[config.mk]
export PLATFORM = sky130hd
export DESIGN_NAME = fifo_stream_reader
export DESIGN_NICKNAME = d
export VERILOG_FILES = /design/src/rtl/fifo_stream_reader.sv
export SDC_FILE = /design/constraint.sdc
export NUM_CORES = 1
export LEC_CHECK = 0
export BUFFER_PORTS_ARGS = -buffer_cell sky130_fd_sc_hd__buf_2
export CAP_MARGIN = 10
export CORE_ASPECT_RATIO = 0.9
export CORE_MARGIN = 2
export CORE_UTILIZATION = 46
export DETAILED_ROUTE_END_ITERATION = 8
export PLACE_DENSITY = 0.78
export RECOVER_POWER = 25
export SLEW_MARGIN = 30
export SYNTH_ARGS = -nofsm -noshare
export SYNTH_HDL_FRONTEND = slang
export SYNTH_SLANG_ARGS = --single-unit
[constraint.sdc]
create_clock -name clock -period 2.6 [get_ports clock]
set_clock_uncertainty 0.1 [all_clocks]
set_input_delay 0.13 -clock clock [delete_from_list [all_inputs] [get_ports clock]]
set_output_delay 0.13 -clock clock [all_outputs]
set_load 0.05 [all_outputs]
[src/rtl/fifo_stream_reader.sv]
// fifo_stream_reader
// Reads words from a synchronous FIFO (one-cycle read latency) and presents
// them as a ready/valid stream through a 2-entry in-order skid buffer. Reads
// are issued only when the words already buffered, plus the one in flight,
// minus the one leaving this cycle, leave room. The buffer therefore never
// overflows, and a full pipeline still sustains one beat per cycle.
//
// Optional feature: define FIFO_STREAM_READER_BURST_EN to build the beat
// counter, m_last and burst_count. Without it, m_last and burst_count are
// tied to 0 and the data path is identical.
module fifo_stream_reader #(
    parameter int DATA_WIDTH = 16,
    parameter int BURST_LEN  = 16
) (
    input  logic                  clock,
    input  logic                  reset,
    input  logic                  enable,
    input  logic                  fifo_empty,
    output logic                  fifo_rd_en,
    input  logic                  fifo_valid,
    input  logic [DATA_WIDTH-1:0] fifo_dout,
    output logic                  m_valid,
    input  logic                  m_ready,
    output logic [DATA_WIDTH-1:0] m_data,
    output logic                  m_last,
    output logic [15:0]           burst_count
);

    // Buffer state: occupancy 0..2, entry0 is the oldest word
    logic [1:0]            occ;
    logic [DATA_WIDTH-1:0] entry0;
    logic [DATA_WIDTH-1:0] entry1;

    // Read issued last cycle; its word shows up on fifo_valid this cycle
    logic                  inflight_p1;

    // Low for the first edge after reset so a stale fifo_valid is dropped
    logic                  armed;

    logic                  pop;
    logic                  push;
    logic [2:0]            credit;

    assign m_valid = (occ != 2'd0);
    assign m_data  = entry0;
    assign pop     = m_valid & m_ready;
    assign push    = fifo_valid & armed;

    // Read strobe: issue only if the word would have a free slot on arrival
    always_comb begin
        credit     = {1'b0, occ} + {2'b00, inflight_p1} - {2'b00, pop};
        fifo_rd_en = ~reset & enable & ~fifo_empty & (credit < 3'd2);
    end

    // Control: occupancy, in-flight read flag and post-reset arming
    always_ff @(posedge clock or posedge reset) begin
        if (reset) begin
            occ         <= 2'd0;
            inflight_p1 <= 1'b0;
            armed       <= 1'b0;
        end else begin
            inflight_p1 <= fifo_rd_en;
            armed       <= 1'b1;
            case ({push, pop})
                2'b10:   occ <= occ + 2'd1;
                2'b01:   occ <= occ - 2'd1;
                default: occ <= occ;
            endcase
        end
    end

    // Data: shift on pop, new word lands behind the surviving oldest word
    always_ff @(posedge clock or posedge reset) begin
        if (reset) begin
            entry0 <= '0;
            entry1 <= '0;
        end else if (pop) begin
            entry0 <= (push && occ == 2'd1) ? fifo_dout : entry1;
            if (push && occ == 2'd2) begin
                entry1 <= fifo_dout;
            end
        end else if (push) begin
            if (occ == 2'd0) begin
                entry0 <= fifo_dout;
            end else begin
                entry1 <= fifo_dout;
            end
        end
    end

`ifdef FIFO_STREAM_READER_BURST_EN
    localparam logic [15:0] LAST_BEAT = 16'(BURST_LEN - 1);

    logic [15:0] beat_cnt;

    assign m_last = m_valid && (beat_cnt == LAST_BEAT);

    // Burst tracking: beat position within the burst and completed bursts
    always_ff @(posedge clock or posedge reset) begin
        if (reset) begin
            beat_cnt    <= 16'd0;
            burst_count <= 16'd0;
        end else if (pop) begin
            beat_cnt <= (beat_cnt == LAST_BEAT) ? 16'd0 : beat_cnt + 16'd1;
            if (m_last) begin
                burst_count <= burst_count + 16'd1;
            end
        end
    end
`else
    // Burst length only matters when the burst logic is built
    logic burst_len_unused;
    assign burst_len_unused = (BURST_LEN > 1);

    assign m_last      = 1'b0;
    assign burst_count = 16'd0;
`endif

endmodule

-- Word level (Yosys, flattened, before mapping)
Cells that the tools add are included.
- output and inout port bits: 35
- word-level logic and storage cells: 41
- input bits: 22
- register bits: 36
- order comparisons: 1
- bitwise gates (word level): 7
- reductions and logical operators: 9
- eq/ne operators: 6
- add/subtract/negate cells: 4
- multiplexer cells: 9
- operator list (kind ; count):
    $mux 16 ; 8
    $reduce_bool 2->1 ; 4
    $and 1x1->1 ; 5
    $eq 2x1->1 const B ; 2
    $eq 2x2->1 const B ; 2
    $pmux 2 s2 ; 1
    $add 2x1->3 ; 1
    $lt 3x2->1 const B ; 1
    $reduce_and 3->1 ; 1
    $sub 3x1->3 ; 1
    $add 2x1->2 const B ; 1
    $logic_and 1x1->1 ; 2
    $logic_not 2->1 ; 1
    $ne 2x1->1 const B ; 1
    $ne 2x2->1 const B ; 1
    $not 1->1 ; 2
    $reduce_and 2->1 ; 1
    $sub 2x1->2 const B ; 1

-- Depth between registers and ports, before layout
- depth after elaboration: 5
- depth in mapped cells: 9
- gate-level depth less buffers: 8

-- Worst setup path after synthesis
No wires, ideal clock.
- path type: register to register
- start point: reg occ[1]
- end point: reg inflight_p1
- slack: -1.386 ns
- setup time: 0.289 ns
- data arrival time: 3.596 ns
- cell stages (with the launch flop): 10
- data required time: 2.211 ns
- cells stage by stage: dfrtp_1 inv_1 ha_1 nor2b_2 buf_2 ha_1 nand2b_1 fa_1 nand2_1 nor4_1
- longest elaborated chain between the ends: 5
- elaborated cells between the ends (all ways): 6
- those cells by class: add/sub (2); order compare (1); bitwise (2); reduce/logical (1)
- RTL lines (element ; RTL line ; RTL):
    start: declaration ; 30 ; logic [1:0] occ;
    start signal: assignment ; 65 ; 2'b10: occ <= occ + 2'd1;
    start signal: assignment ; 66 ; 2'b01: occ <= occ - 2'd1;
    branches (longest 2 deep; another with $add 2x1->3) ; -- ;
    $sub 3x1->3 (*) ; 51 ; credit = {1'b0, occ} + {2'b00, inflight_p1} - {2'b00, pop};
    $lt 3x2->1 (*) ; 52 ; fifo_rd_en = ~reset & enable & ~fifo_empty & (credit < 3'd2);
    $and 1x1->1 (*) ; 52 ;
    named net fifo_rd_en ; 19 ; output logic fifo_rd_en,
    end signal: assignment ; 62 ; inflight_p1 <= fifo_rd_en;
    end: declaration ; 35 ; logic inflight_p1;
Mark *: on every way through the listed nets, which the timed path passes.
A chain may end at the register's enable or synchronous reset.

-- Worst setup path in the final report
- start point: reg occ[0]
- end point: out fifo_rd_en
- longest elaborated chain between the ends: 5
- elaborated cells between the ends (all ways): 6
- those cells by class: add/sub (2); order compare (1); bitwise (2); reduce/logical (1)
- RTL lines (element ; RTL line):
    branches (longest 2 deep; another with $add 2x1->3) ; --
    $sub 3x1->3 (*) ; 51
    $lt 3x2->1 (*) ; 52
    $and 1x1->1 (*) ; 52
    end: declaration ; 19
Mark *: on every way between the ends.

==> impl_metrics.py <==
metrics = {
    "place": {
        "place.port_buffers": 39,
        "dp_hpwl_um": 2520,
        "place.gp.congestion": 0.759,
        "dpl-instance-area_um2": 2090,
    },
    "worst_hold_path": {
        "min_path_type": "in -> reg",
    },
    "cts": {
        "clkLatencyLatePin_ns": 0.30,
        "path_clk_slew_ns": 0.07,
        "ctsHtreeMaxLevel": 2,
        "ctsRootBufferMaster": "clkbuf_8",
        "numCtsBuffers": 5,
        "tritoncts": "yes",
        "clock_path_buffers": 2,
        "cts.sinks": 36,
    },
    "pwr": {
        "irDropWorstVdd_mv": 0.633,
        "p_leak_uw": 0.00118,
        "power.total_uw": 3150,
        "powerDensity_nw_per_um2": 1310,
    },
    "grt": {
        "grt_max_degree": 24,
        "grt-ovfl-total": 0,
        "grt_pass1_vias": 1353,
        "grt_pass1_wl_um": 6350,
        "antenna_found_initial": 0,
        "grtUsageTotal_pct": 18.7,
    },
    "routing": {
        "dr_wl_met3_um": 244,
        "dr_wl_met2_um": 1870,
        "drc_errors": 0,
        "dr.pass1.iters": 4,
        "vias": 1329,
        "met1_length_um": 1690,
        "viasPerCell": 5.05,
        "routed.top_layer": "met4",
        "antenna_left": 0,
        "wl_um": 3870,
        "wl_per_cell_um": 14.7,
        "first_iter_violations": 68,
    },
    "synth": {
        "synth.top_cells.by_area": "dfrtp_1 49%, mux2_4 8.2%, a221o_1 7.1%, buf_4 7.0%, and3_1 4.5%",
        "synth-seq-area-share_pct": 49.3,
        "synth_cells": 147,
        "synth_area_um2": 1830,
        "async_reset_ff_share_pct": 100,
        "yosysTopAreaCellShare_pct": 49.3,
        "synth_edf_count": 0,
        "synth_largest_area_cell": "dfrtp_1",
        "ys_warn_count": 0,
        "avgSynthCellArea_um2": 12.4,
        "synth.distinct_cells": 28,
        "ys.flop_type": "dfrtp_1",
        "ys_seq_elements": 36,
    },
    "floorplanning": {
        "die_x_um": 70.4,
        "core_area_um2": 3760,
        "row_count": 21,
        "die_area_um2": 4490,
        "ioPinCount": 57,
        "initial_core_util_pct": 48.6,
        "die_h_um": 63.8,
    },
    "sta": {
        "worst_slack_ns": -0.0488,
        "period_minus_slack_ns": 2.65,
        "fmax_mhz": 378,
        "timing.final.max_slew_violations": 0,
        "setup_viol": 1,
        "finalSetupTns_ns": -0.0488,
        "tightest_slew_ns": 0.748,
        "rsz0062_at_grt": "yes",
        "maxSlewHeadroom_pct": 49.1,
        "min_period_over_period_pct": 102,
        "finalHoldViolCount": 0,
    },
    "critical_path": {
        "critical_path.endpoint": "fifo_rd_en",
        "reg2regPathDepth": 9,
        "path_buf_inv": 2,
        "rrSetupSlack_ns": 0.18,
        "slowest_delay_ns": 0.50,
        "start_kind": "flop",
        "cp_common_cell": "ha_4",
        "cp.depth": 9,
        "cp.required_ns": 2.37,
        "reg2reg_to": "entry1[12]$_DFFE_PP0P_",
        "criticalPathCategory": "reg -> out",
        "slowest_stage": "fa_1",
        "path_delay_family": "adder cells",
        "crit_arrival_ns": 2.42,
        "worst-path-max-fanout": 2,
        "crit_path_end_kind": "output port",
        "reg2reg_from": "occ[0]$_DFFE_PP0P_",
        "cp-startpoint": "occ[0]$_DFFE_PP0P_",
        "crit_chain": "inv_2 > ha_4 > nor2b_4 > ha_4 > nand2b_4 > fa_1 > nand2_2 > nor4_4 > buf_6",
    },
    "finish": {
        "drive_above_1_share_pct": 36.9,
        "nNetsFinal": 245,
        "fin_area_um2": 2410,
        "final.fill_count": 303,
        "n_antenna_cell": 0,
        "syn2layout_area_growth_pct": 32.2,
    },
    "run": {
        "cap_violations": 0,
    },
    "run_status": {
        "status": "complete, but fails checks",
        "violations": "negative setup slack",
    },
}
==> per-stage QoR <==
step	cells	utilization (%)	setup slack [ns]	hold WS, ns
6_report	263	64.2	-0.0488	0.150
3_3_place_gp	232	55.6	0.183	0.151
2_1_floorplan	163	-	-0.248	0.168
5_1_grt	263	64.2	-0.159	0.154
4_1_cts	262	64.3	-0.0415	0.0269
3_5_place_dp	232	55.7	0.137	0.158
==> how the worst min path moves through the flow <==
stage / depth (start not counted) / startpoint / endpoint / slack, ns
2_1_floorplan: 1 / reset / inflight_p1$_DFF_PP0_ / 0.17
3_3_place_gp: 2 / reset / inflight_p1$_DFF_PP0_ / 0.15
3_5_place_dp: 2 / reset / inflight_p1$_DFF_PP0_ / 0.16
4_1_cts: 3 / fifo_empty / inflight_p1$_DFF_PP0_ / 0.03
5_1_grt: 4 / fifo_empty / inflight_p1$_DFF_PP0_ / 0.15
6_report: 4 / fifo_empty / inflight_p1$_DFF_PP0_ / 0.15
==> worst register-to-register path: stages, from the launching register on <==
cell      delay [ns]
dfrtp_1         0.36
inv_2           0.06
ha_4            0.17
nor2b_4         0.13
buf_4           0.26
inv_1           0.13
ha_1            0.26
a211oi_4        0.28
buf_12          0.21
mux2_2          0.35
==> routing by layer <==
layer	vias up	track usage (%)
met5	-	0
met4	0	9.38
met3	7	4.57
met2	54	31.6
met1	635	22.1
li1	633	-
==> Yosys cell counts, drive strengths merged (2+ instances only) <==
library cell / n
mux2: 16
o21ai: 4
dfrtp: 36
clkbuf: 2
a221o: 13
nand3: 6
nor3: 3
and3: 15
ha: 6
a31oi: 3
xnor2: 2
conb: 2
nand2: 4
buf: 21
inv: 6
==> timing repair <==
| action | in CTS | in global routing |
|---|---|---|
| hold endpoints to repair | 43 | 0 |
| resized for setup | 2 | 0 |
| setup buffers | 5 | 1 |
| hold buffers | 17 | 0 |
| pin swaps | 3 | 1 |
| setup endpoints to repair | 1 | 1 |
==> layout by cell type, fill, tap and decap left out, drive strengths merged, types with 3 or more instances in the layout <==
master,n
dlygate4sd3,17
ha,6
clkbuf,14
buf,43
nand3,6
nor3,3
mux2,16
dfrtp,36
a221o,13
conb,18
nand2,4
a31oi,3
o21ai,4
inv,6
and3,15
==> state kept, by name (all words and copies together) (netlist names) <==
signal / flops
armed: 1
occ: 2
inflight_p1: 1
entry1: 16
m_data: 16
==> area by class of cell <==
class                           instances  area [µm²]  area share [%]
Multi-Input combinational cell         98         851            35.3
Clock buffer                            5        68.8            2.85
Sequential cell                        36         901            37.3
Inverter                                6        22.5           0.933
Tap cell                               46        57.6            2.38
Clock inverter                          3        42.5            1.76
Timing Repair Buffer                   69         470            19.5
==> report_power, final <==
part	internal (µW)	switching, µW	total [µW]
sequential	831	132	963
clock	284	215	499
combinational	673	1020	1690
==> cells by family (layout without fill, tap and decap cells) <==
logic type	count (synthesis)	after routing	share of synthesized area, %
compound gates	21	21	10.3
buf+inv	29	83	10.6
simple gates	32	32	10.2
other cells	2	18	0.411
flops	36	36	49.3
xor+xnor	3	3	1.44
fa+ha+maj	7	7	5.21
mux	17	17	12.5
(Power assumes the default switching activity.)
